`src/rtl/dram_bus_responder.sv`:
```
// dram_bus_responder
// Memory-side responder for the arbitrated DRAM strobe interface. One load or
// store strobe is accepted at a time and turned into a single word-granular
// req/ack transaction on the native memory port. Load data is sign- or
// zero-extended and registered into w_dram_odata.
//
// Ports
//   CLK, RST        clock, synchronous active-high reset
//   w_dram_addr     byte address of the access
//   w_dram_wdata    right-aligned store data
//   w_dram_le       one-cycle load strobe
//   w_dram_we_t     one-cycle store strobe
//   w_dram_ctrl     access size, funct3 encoding (0 B, 1 H, 2 W, 4 BU, 5 HU)
//   w_dram_odata    registered load result
//   w_dram_busy     access in progress (combinational, high in the strobe cycle)
//   w_dram_err      registered one-cycle error pulse
//   mem_req/mem_we/mem_addr/mem_be/mem_wdata   native memory request, held until mem_ack
//   mem_ack/mem_rdata                          memory acknowledge, read data valid with ack
//   dbg_state_o     current FSM state (0 IDLE, 1 REQ, 2 DONE)
//
// Handshake: mem_req rises the cycle after an accepted strobe and stays high,
// with mem_we/mem_addr/mem_be/mem_wdata frozen, until the first cycle in which
// mem_ack is sampled high; that same edge drops mem_req and captures mem_rdata.
// mem_ack outside that window is ignored.
module dram_bus_responder #(
  parameter int unsigned ADDR_W  = 25,
  parameter int unsigned TIMEOUT = 1023
) (
  input  logic              CLK,
  input  logic              RST,
  input  logic [31:0]       w_dram_addr,
  input  logic [31:0]       w_dram_wdata,
  input  logic              w_dram_le,
  input  logic              w_dram_we_t,
  input  logic [2:0]        w_dram_ctrl,
  output logic [31:0]       w_dram_odata,
  output logic              w_dram_busy,
  output logic              w_dram_err,
  output logic              mem_req,
  output logic              mem_we,
  output logic [ADDR_W-1:0] mem_addr,
  output logic [3:0]        mem_be,
  output logic [31:0]       mem_wdata,
  input  logic              mem_ack,
  input  logic [31:0]       mem_rdata,
  output logic [1:0]        dbg_state_o
);

  typedef enum logic [1:0] {
    S_IDLE = 2'd0,
    S_REQ  = 2'd1,
    S_DONE = 2'd2
  } state_t;

  localparam int unsigned CNT_W = (TIMEOUT < 2) ? 1 : $clog2(TIMEOUT + 1);
  // Last watchdog value before the abort fires; unused when TIMEOUT is 0.
  localparam logic [CNT_W-1:0] WDOG_LAST = CNT_W'((TIMEOUT == 0) ? 0 : TIMEOUT - 1);

  state_t              state_q, state_d;
  logic [31:0]         odata_q, odata_d;
  logic                req_q, req_d;
  logic                we_q, we_d;
  logic [ADDR_W-1:0]   addr_q, addr_d;
  logic [3:0]          be_q, be_d;
  logic [31:0]         wdata_q, wdata_d;
  logic                err_q, err_d;
  logic [CNT_W-1:0]    wdog_q, wdog_d;
  logic [2:0]          ctrl_q, ctrl_d;
  logic [1:0]          off_q, off_d;

  logic                strobe;
  logic                access_ok;
  logic [1:0]          off_in;
  logic [3:0]          st_be;
  logic [31:0]         st_wdata;
  logic [31:0]         rd_shifted;
  logic [31:0]         load_val;
  logic                unused_addr_hi;

  assign strobe = w_dram_le | w_dram_we_t;
  assign off_in = w_dram_addr[1:0];

  // Address bits above the word address never reach the memory port.
  assign unused_addr_hi = ^(w_dram_addr >> (ADDR_W + 2));

  // Legality of the incoming strobe; a coincident load is dropped so the
  // store direction decides (BU/HU have no store form).
  always_comb begin
    access_ok = 1'b0;
    case (w_dram_ctrl)
      3'd0:    access_ok = 1'b1;
      3'd1:    access_ok = ~w_dram_addr[0];
      3'd2:    access_ok = (w_dram_addr[1:0] == 2'b00);
      3'd4:    access_ok = ~w_dram_we_t;
      3'd5:    access_ok = ~w_dram_we_t & ~w_dram_addr[0];
      default: access_ok = 1'b0;
    endcase
  end

  // Store lane steering: byte enables follow the offset, data is replicated
  // across lanes so the enabled lanes always carry the right bytes.
  always_comb begin
    st_be    = 4'b1111;
    st_wdata = w_dram_wdata;
    case (w_dram_ctrl[1:0])
      2'd0: begin
        st_be    = 4'b0001 << off_in;
        st_wdata = {4{w_dram_wdata[7:0]}};
      end
      2'd1: begin
        st_be    = 4'b0011 << off_in;
        st_wdata = {2{w_dram_wdata[15:0]}};
      end
      default: begin
        st_be    = 4'b1111;
        st_wdata = w_dram_wdata;
      end
    endcase
  end

  // Load extraction from the captured offset/size.
  assign rd_shifted = mem_rdata >> {off_q, 3'b000};

  always_comb begin
    load_val = mem_rdata;
    case (ctrl_q)
      3'd0:    load_val = {{24{rd_shifted[7]}}, rd_shifted[7:0]};
      3'd4:    load_val = {24'h000000, rd_shifted[7:0]};
      3'd1:    load_val = {{16{rd_shifted[15]}}, rd_shifted[15:0]};
      3'd5:    load_val = {16'h0000, rd_shifted[15:0]};
      default: load_val = mem_rdata;
    endcase
  end

  always_comb begin
    state_d = state_q;
    odata_d = odata_q;
    req_d   = req_q;
    we_d    = we_q;
    addr_d  = addr_q;
    be_d    = be_q;
    wdata_d = wdata_q;
    err_d   = 1'b0;
    wdog_d  = wdog_q;
    ctrl_d  = ctrl_q;
    off_d   = off_q;

    case (state_q)
      S_IDLE: begin
        if (strobe) begin
          ctrl_d = w_dram_ctrl;
          off_d  = off_in;
          wdog_d = '0;
          // Both strobes at once: the store proceeds, the load is reported.
          err_d  = w_dram_le & w_dram_we_t;
          if (access_ok) begin
            req_d   = 1'b1;
            we_d    = w_dram_we_t;
            addr_d  = w_dram_addr[ADDR_W+1:2];
            be_d    = w_dram_we_t ? st_be : 4'b1111;
            wdata_d = w_dram_we_t ? st_wdata : 32'h0;
            state_d = S_REQ;
          end else begin
            err_d   = 1'b1;
            state_d = S_DONE;
            if (!w_dram_we_t) begin
              odata_d = 32'h0;
            end
          end
        end
      end

      S_REQ: begin
        // The core ignored busy; the stray strobe is dropped.
        if (strobe) begin
          err_d = 1'b1;
        end
        if (mem_ack) begin
          req_d   = 1'b0;
          state_d = S_DONE;
          if (!we_q) begin
            odata_d = load_val;
          end
        end else if ((TIMEOUT != 0) && (wdog_q == WDOG_LAST)) begin
          req_d   = 1'b0;
          err_d   = 1'b1;
          state_d = S_DONE;
          if (!we_q) begin
            odata_d = 32'hDEADBEEF;
          end
        end else begin
          wdog_d = wdog_q + 1'b1;
        end
      end

      S_DONE: begin
        if (strobe) begin
          err_d = 1'b1;
        end
        state_d = S_IDLE;
      end

      default: state_d = S_IDLE;
    endcase
  end

  always_ff @(posedge CLK) begin
    if (RST) begin
      state_q <= S_IDLE;
      odata_q <= 32'h0;
      req_q   <= 1'b0;
      we_q    <= 1'b0;
      addr_q  <= '0;
      be_q    <= 4'h0;
      wdata_q <= 32'h0;
      err_q   <= 1'b0;
      wdog_q  <= '0;
      ctrl_q  <= 3'd0;
      off_q   <= 2'd0;
    end else begin
      state_q <= state_d;
      odata_q <= odata_d;
      req_q   <= req_d;
      we_q    <= we_d;
      addr_q  <= addr_d;
      be_q    <= be_d;
      wdata_q <= wdata_d;
      err_q   <= err_d;
      wdog_q  <= wdog_d;
      ctrl_q  <= ctrl_d;
      off_q   <= off_d;
    end
  end

  // DONE is not busy: the result is already in odata.
  assign w_dram_busy  = (state_q == S_REQ) | ((state_q == S_IDLE) & strobe);
  assign w_dram_odata = odata_q;
  assign w_dram_err   = err_q;
  assign mem_req      = req_q;
  assign mem_we       = we_q;
  assign mem_addr     = addr_q;
  assign mem_be       = be_q;
  assign mem_wdata    = wdata_q;
  assign dbg_state_o  = state_q;

endmodule

```
`config.mk`:
```
export PLATFORM = sky130hd
export DESIGN_NAME = dram_bus_responder
export DESIGN_NICKNAME = d
export VERILOG_FILES = /design/src/rtl/dram_bus_responder.sv
export SDC_FILE = /design/constraint.sdc
export NUM_CORES = 1
export LEC_CHECK = 0
export CAP_MARGIN = 10
export CORE_MARGIN = 5
export CORE_UTILIZATION = 60
export CTS_BUF_LIST = sky130_fd_sc_hd__clkbuf_2
export CTS_CLUSTER_DIAMETER = 200
export DETAILED_ROUTE_END_ITERATION = 16
export DONT_BUFFER_PORTS = 1
export HOLD_SLACK_MARGIN = 0.15
export PLACE_DENSITY = 0.76
export SLEW_MARGIN = 10
export SYNTH_ARGS = -nofsm -noshare
export SYNTH_HDL_FRONTEND = slang
export SYNTH_SLANG_ARGS = --single-unit
```
`constraint.sdc`:
```
create_clock -name CLK -period 2.81 [get_ports CLK]
set_input_delay 0.4215 -clock CLK [delete_from_list [all_inputs] [get_ports CLK]]
set_output_delay 0.4215 -clock CLK [all_outputs]
set_load 0.01 [all_outputs]
```
==> run metrics, run 1 <==
CTS buffer count 17; dpl hpwl 9985 um; Util after Layout 78.66%; clock sinks 113; IO Port Bufs 0; Die Y 103.5 um; routed len/inst 22.49 um; Setup TNS 0 ns; Worst Path Required 3.38 ns; Seq/Total Area, Yosys 43.10%; Setup Fix Bufs, Post-CTS 0; f_max 370.5 MHz; die area 10720 sq um; vias per cell 6.459; unrepaired setup endpoints after global routing no; Clock power frac 27.9%; root buf cell clkbuf_2; Hold/Removal Path Class primary input to flip-flop; synthesis-to-finish area growth 29.42%; status complete, no violations; Syn Nets 710; total grt overflow 0; final non-filler cell total 839; Worst Path Max Fanout 28; number of I/O pins 203; Yosys reg bits 113; largest net degree at the start of global routing 81; drc violations 0; Reg2Reg Launch Point dbg_state_o[1]$_SDFFE_PP0P_; Slew headroom 33.17%; initial antenna violation count 1; Tcrit/Tclk final 96.06%; CP Launch Type flip-flop; asr flop ratio synth 0%; crit path time final 2.699 ns; CTS H-Tree Depth 4; Worst-Margin Slew 0.9916 ns; most common cell after layout, fill and taps aside dlygate4sd3_1; Place WS 0.6135 ns; setup ws final 0.1106 ns; Worst setup EP type flip-flop; Data arrival, critical path 3.27 ns; Distinct cells, synth 58; maximum clock path buffer count 2; peak supply drop 0.3943 mV; placer congestion estimate 0.8824; Post-DP Area 5259 sq um; Switching Fraction 33.03%; share of cells above drive strength 1 12.47%; first-pass GRT wire length 29550 um; R2R Path End mem_addr[12]$_SDFFE_PP0P_; via count 5419; post-synthesis average cell area 8.690 sq um; Horiz. Die Dim 103.5 um; Slew Viols, Final 0; R2R setup slack 0.11 ns; Int Pwr 2.304 mW; clk slew on worst S/H paths 0.19 ns; Comb power frac 19.9%; GRT Resource Usage Total 33.73%; worst skew pair latency 0.62 ns; nets@finish 824; Reg power frac 52.3%; sw power 1.136 mW; WL final 18870 um; yosys warns 0; Cell Pwr Density 506.4 nW/um^2; Row Count 34; Initial Util 60.78%; placed cell count 677; CP max stage cell dfxtp_1; slowest stage delay, CP 0.60 ns; CP Launch Point dbg_state_o[1]$_SDFFE_PP0P_; synthesized area 5249 sq um; vias in the first global route 5408; commonest non-fill, non-tap cells in the layout dlygate4sd3_1 (128), dfxtp_1 (112), nand2_1 (83), a21oi_1 (64), nor2_1 (61); Pleak 2.541 nW; Filler Cells Inserted 535; Final Skew 0.04191 ns; Top FF cell, synth dfxtp_1; critical path type flip-flop to flip-flop; design area 6793 sq um; final setup fails 0; MaxCap Viol Count 0; final hold violation count 0; TritonCTS clock tree done; core area 8636 sq um; Post-Synthesis Cells 604; R2R depth 7; crit path cell chain nor2_1, and2_1, nand2_4, buf_4, nand2_1, a21oi_1, dlygate4sd3_1; EDFF count, synth 0; ANT nets after route 0; violation count after the first detailed-route iteration 459; Setup crit end mem_addr[12]$_SDFFE_PP0P_; Pre-Repair DR Iteration Count 6
synthesized netlist by cell type (3+ instances only):
| cell | count | area [sq um] |
|---|---|---|
| a211o_1 | 6 | 52.55 |
| a211oi_1 | 15 | 112.6 |
| a21oi_1 | 64 | 320.3 |
| a22o_2 | 12 | 120.1 |
| a22oi_1 | 32 | 240.2 |
| a32oi_1 | 3 | 26.28 |
| buf_2 | 17 | 85.08 |
| buf_6 | 3 | 33.78 |
| clkbuf_1 | 25 | 93.84 |
| dfxtp_1 | 113 | 2262 |
| inv_1 | 5 | 18.77 |
| mux2_2 | 17 | 191.4 |
| mux2i_1 | 23 | 230.2 |
| nand2_1 | 84 | 315.3 |
| nand2b_1 | 7 | 43.79 |
| nand3_1 | 11 | 55.05 |
| nand3b_1 | 3 | 22.52 |
| nor2_1 | 62 | 232.7 |
| nor2b_1 | 4 | 25.02 |
| nor3_1 | 4 | 20.02 |
| o211ai_1 | 5 | 37.54 |
| o21ai_0 | 23 | 115.1 |
| o2bb2ai_1 | 18 | 157.7 |
| xnor2_1 | 7 | 61.31 |
sequential cells by signal (all words and copies together) (netlist names):
register	cells
ctrl_q	3
dbg_state_o	2
mem_addr	25
mem_be	4
mem_req	1
mem_wdata	32
mem_we	1
off_q	2
w_dram_err	1
w_dram_odata	32
wdog_q	10
cell families (layout without fill, tap and decap cells):
group                    Yosys count  in the layout  share of synthesized area, %
adder cells (fa/ha/maj)            3              3                        0.6674
multiplexers                      41             41                         8.462
XOR/XNOR                           7              7                         1.168
AO/OA/AOI/OAI                    196            196                         25.91
flip-flops                       113            113                         43.10
AND/OR/NAND/NOR                  190            190                         15.92
other                              0              1                             0
buffers and inverters             54            180                         4.768
repair_timing:
item / 4_1_cts / 5_1_grt
hold endpoints to repair: 105 / 0
gates resized for setup: 0 / 3
hold buffers: 130 / 0
setup endpoints to repair: 0 / 23
per-stage QoR:
| stage | total power [mW] | hold WS (ns) |
|---|---|---|
| 2_1_floorplan | 2.198 | 0.4648 |
| 3_3_place_gp | 2.249 | 0.4721 |
| 3_5_place_dp | 2.268 | 0.4769 |
| 4_1_cts | 3.385 | 0.1517 |
| 5_1_grt | 3.572 | 0.1974 |
| 6_report | 3.440 | 0.2131 |
metal layers:
| layer | GRT usage [%] | wire, um | up-vias |
|---|---|---|---|
| li1 | - | - | 2409 |
| met1 | 38.02 | 6584 | 2485 |
| met2 | 56.92 | 9140 | 430 |
| met3 | 11.57 | 2259 | 95 |
| met4 | 15.75 | 887 | 0 |
| met5 | 0 | 0 | - |
cell type report:
class / count / area, sq um / area share, %
diodes: 1 / 2.502 / 0.03684
clock inverters: 14 / 118.9 / 1.750
clock buffers: 17 / 85.08 / 1.253
well taps: 108 / 135.1 / 1.989
flip-flops and latches: 113 / 2263 / 33.32
repair buffers: 143 / 1419 / 20.89
multi-input cells: 437 / 2746 / 40.43
inverters: 6 / 22.52 / 0.3316
power groups by stage:
stage               Sequential, mW  Clock, mW  Combinational (mW)
floorplan                     1.78          0               0.415
global placement              1.82          0               0.427
detailed placement            1.82          0               0.446
CTS                           1.79      0.964               0.632
global route                  1.81       1.03               0.732
finish                        1.80      0.958               0.684
how the worst min path moves through the flow:
stage                                 from                         end  slack (ns)  depth (start not counted)
floorplan           wdog_q[1]$_SDFFE_PP0P_      wdog_q[1]$_SDFFE_PP0P_        0.46                          2
global placement    wdog_q[0]$_SDFFE_PP0P_      wdog_q[0]$_SDFFE_PP0P_        0.47                          2
detailed placement  wdog_q[0]$_SDFFE_PP0P_      wdog_q[0]$_SDFFE_PP0P_        0.48                          2
CTS                         w_dram_ctrl[0]  mem_wdata[30]$_SDFFE_PP0P_        0.15                          4
global route                           RST      wdog_q[2]$_SDFFE_PP0P_        0.20                          2
finish                                 RST      wdog_q[3]$_SDFFE_PP0P_        0.21                          2
worst max-delay path, delay by kind of cell (launching register included):
kind / cells / cell delay, ns
simple gates: 4 / 0.89
buf+inv: 2 / 0.95
flops: 1 / 0.60
compound gates: 1 / 0.19
Power figures use the tool's default switching activity.
==> run 2: changes to the inputs <==
Settings changed: CORE_MARGIN 5 to 3.
==> run metrics, run 2 (same netlist as run 1, synthesis figures left out) <==
R2R setup slack 0.26 ns (was 0.11 ns); TritonCTS clock tree done (unchanged); status complete, no violations (unchanged); Data arrival, critical path 3.16 ns (was 3.27 ns); Hold/Removal Path Class primary input to flip-flop (unchanged); via count 5492 (was 5419); CTS H-Tree Depth 4 (unchanged); CP Launch Type flip-flop (unchanged); critical path type flip-flop to flip-flop (unchanged); IO Port Bufs 0 (unchanged); routed len/inst 22.58 um (was 22.49 um); share of cells above drive strength 1 12.11% (was 12.47%); GRT Resource Usage Total 37.85% (was 33.73%); Crit path depth 7 (unchanged); root buf cell clkbuf_2 (unchanged); Worst Path Max Fanout 29 (was 28); Row Count 33 (was 34); drc violations 0 (unchanged); slowest stage delay, CP 0.59 ns (was 0.60 ns); maximum clock path buffer count 2 (unchanged); hold path depth 4 (was 2); Cell Pwr Density 535.7 nW/um^2 (was 506.4 nW/um^2); Worst setup EP type flip-flop (unchanged); final hold violation count 0 (unchanged); core area 8341 sq um (was 8636 sq um); Initial Util 62.93% (was 60.78%); Worst-Margin Slew 1.041 ns (was 0.9916 ns); clk slew on worst S/H paths 0.19 ns (about the same); commonest non-fill, non-tap cells in the layout dlygate4sd3_1 (131), dfxtp_1 (113), nand2_1 (83), a21oi_1 (64), nor2_1 (61) (was dlygate4sd3_1 (128), dfxtp_1 (112), nand2_1 (83), a21oi_1 (64), nor2_1 (61)); final setup fails 0 (unchanged); vias in the first global route 5473 (was 5408); vias per cell 6.530 (was 6.459); Tcrit/Tclk final 90.88% (was 96.06%); design area 6880 sq um (was 6793 sq um); Die Y 99.53 um (was 103.5 um); ANT nets after route 0 (unchanged); Post-DP Area 5263 sq um (was 5259 sq um); Setup TNS 0 ns (unchanged); synthesis-to-finish area growth 31.08% (was 29.42%); placer congestion estimate 0.8760 (was 0.8824); crit path time final 2.554 ns (was 2.699 ns); total grt overflow 0 (unchanged); Final Skew 0.06513 ns (was 0.04191 ns); R2R depth 7 (unchanged); Slew headroom 30.59% (was 33.17%); Horiz. Die Dim 99.53 um (was 103.5 um); largest net degree at the start of global routing 82 (was 81); crit path cell chain nor2_1, nand2_1, nor2_2, buf_4, nand2_1, a21oi_1, dlygate4sd3_1 (was nor2_1, and2_1, nand2_4, buf_4, nand2_1, a21oi_1, dlygate4sd3_1); Slew Viols, Final 0 (unchanged); CTS buffer count 17 (unchanged); die area 9906 sq um (was 10720 sq um); most common cell after layout, fill and taps aside dlygate4sd3_1 (unchanged); Top delay family on crit path simple AND/OR/NAND/NOR gates (was buffers and inverters); peak supply drop 0.4050 mV (was 0.3943 mV); Pleak 2.593 nW (was 2.541 nW); dpl hpwl 9538 um (was 9985 um); CP Buf/Inv Count 2 (unchanged); worst skew pair latency 0.69 ns (was 0.62 ns); first-pass GRT wire length 29450 um (was 29550 um); unrepaired setup endpoints after global routing no (unchanged); Pre-Repair DR Iteration Count 5 (was 6); initial antenna violation count 1 (unchanged); number of I/O pins 203 (unchanged); WL final 18990 um (was 18870 um); most frequent CP cell nand2_1; MaxCap Viol Count 0 (unchanged); CP max stage cell dlygate4sd3_1 (was dfxtp_1); nets@finish 828 (was 824); f_max 391.6 MHz (was 370.5 MHz); Worst Path Required 3.42 ns (was 3.38 ns); clock sinks 113 (unchanged); violation count after the first detailed-route iteration 419 (was 459)
==> run 2: path summary, 6_finish.rpt <==
path / from / to
worst max register to register: dbg_state_o[0]$_SDFFE_PP0P_ / mem_addr[13]$_SDFFE_PP0P_
worst min register to register: wdog_q[0]$_SDFFE_PP0P_ / wdog_q[0]$_SDFFE_PP0P_
worst max-delay path: dbg_state_o[0]$_SDFFE_PP0P_ / mem_addr[13]$_SDFFE_PP0P_
worst min-delay path: mem_rdata[27] / w_dram_odata[11]$_SDFFE_PP0P_
==> run 2: routing by layer <==
metal / global-route usage, % / wire, um / up-vias
met5: 0.5128 / 0 / -
met4: 19.01 / 950 / 0
met3: 14.73 / 2341 / 101
met2: 62.19 / 9113 / 438
met1: 42.72 / 6586 / 2529
li1: - / - / 2424
==> run 2: area by class of cell <==
type | count | area [sq um]
antenna | 1 | 2.502
clock buffer | 18 | 90.09
clock inverter | 14 | 170.2
fill | 485 | 1460
inverter | 6 | 22.52
multi-input combinational | 437 | 2741
sequential | 113 | 2262
tap | 105 | 131.4
timing repair buffer | 147 | 1460
==> run 2: power by group <==
group | switching [mW] | leakage [nW] | internal [mW] | total [mW]
sequential | 0.108 | 0.918 | 1.68 | 1.79
combinational | 0.377 | 1.52 | 0.321 | 0.697
clock | 0.631 | 0.154 | 0.570 | 1.20
==> run 2: per-stage QoR <==
step	setup slack (ns)	utilization, %	hold WS, ns	power, mW	std cells
after floorplan	0.9291	-	0.4648	2.198	604
after detailed placement	0.7645	63.10	0.4892	2.265	675
after global routing	0.05060	82.49	0.1598	3.817	841
after CTS	0.05937	82.27	0.1513	3.606	839
after global placement	0.8196	63.10	0.4743	2.246	675
final	0.2563	82.49	0.1967	3.686	841
==> run 2: tightest hold or removal path: stages <==
cell and delay (ns):
o2bb2ai_1 0.09, a21oi_1 0.06, o21ai_0 0.14, a22o_2 0.13
==> run 2: what timing repair did <==
item,4_1_cts,5_1_grt
hold buffers,132,1
endpoints found under the setup margin,0,11
hold endpoints to repair,110,1
buffers inserted,0,0
resized for setup,0,2
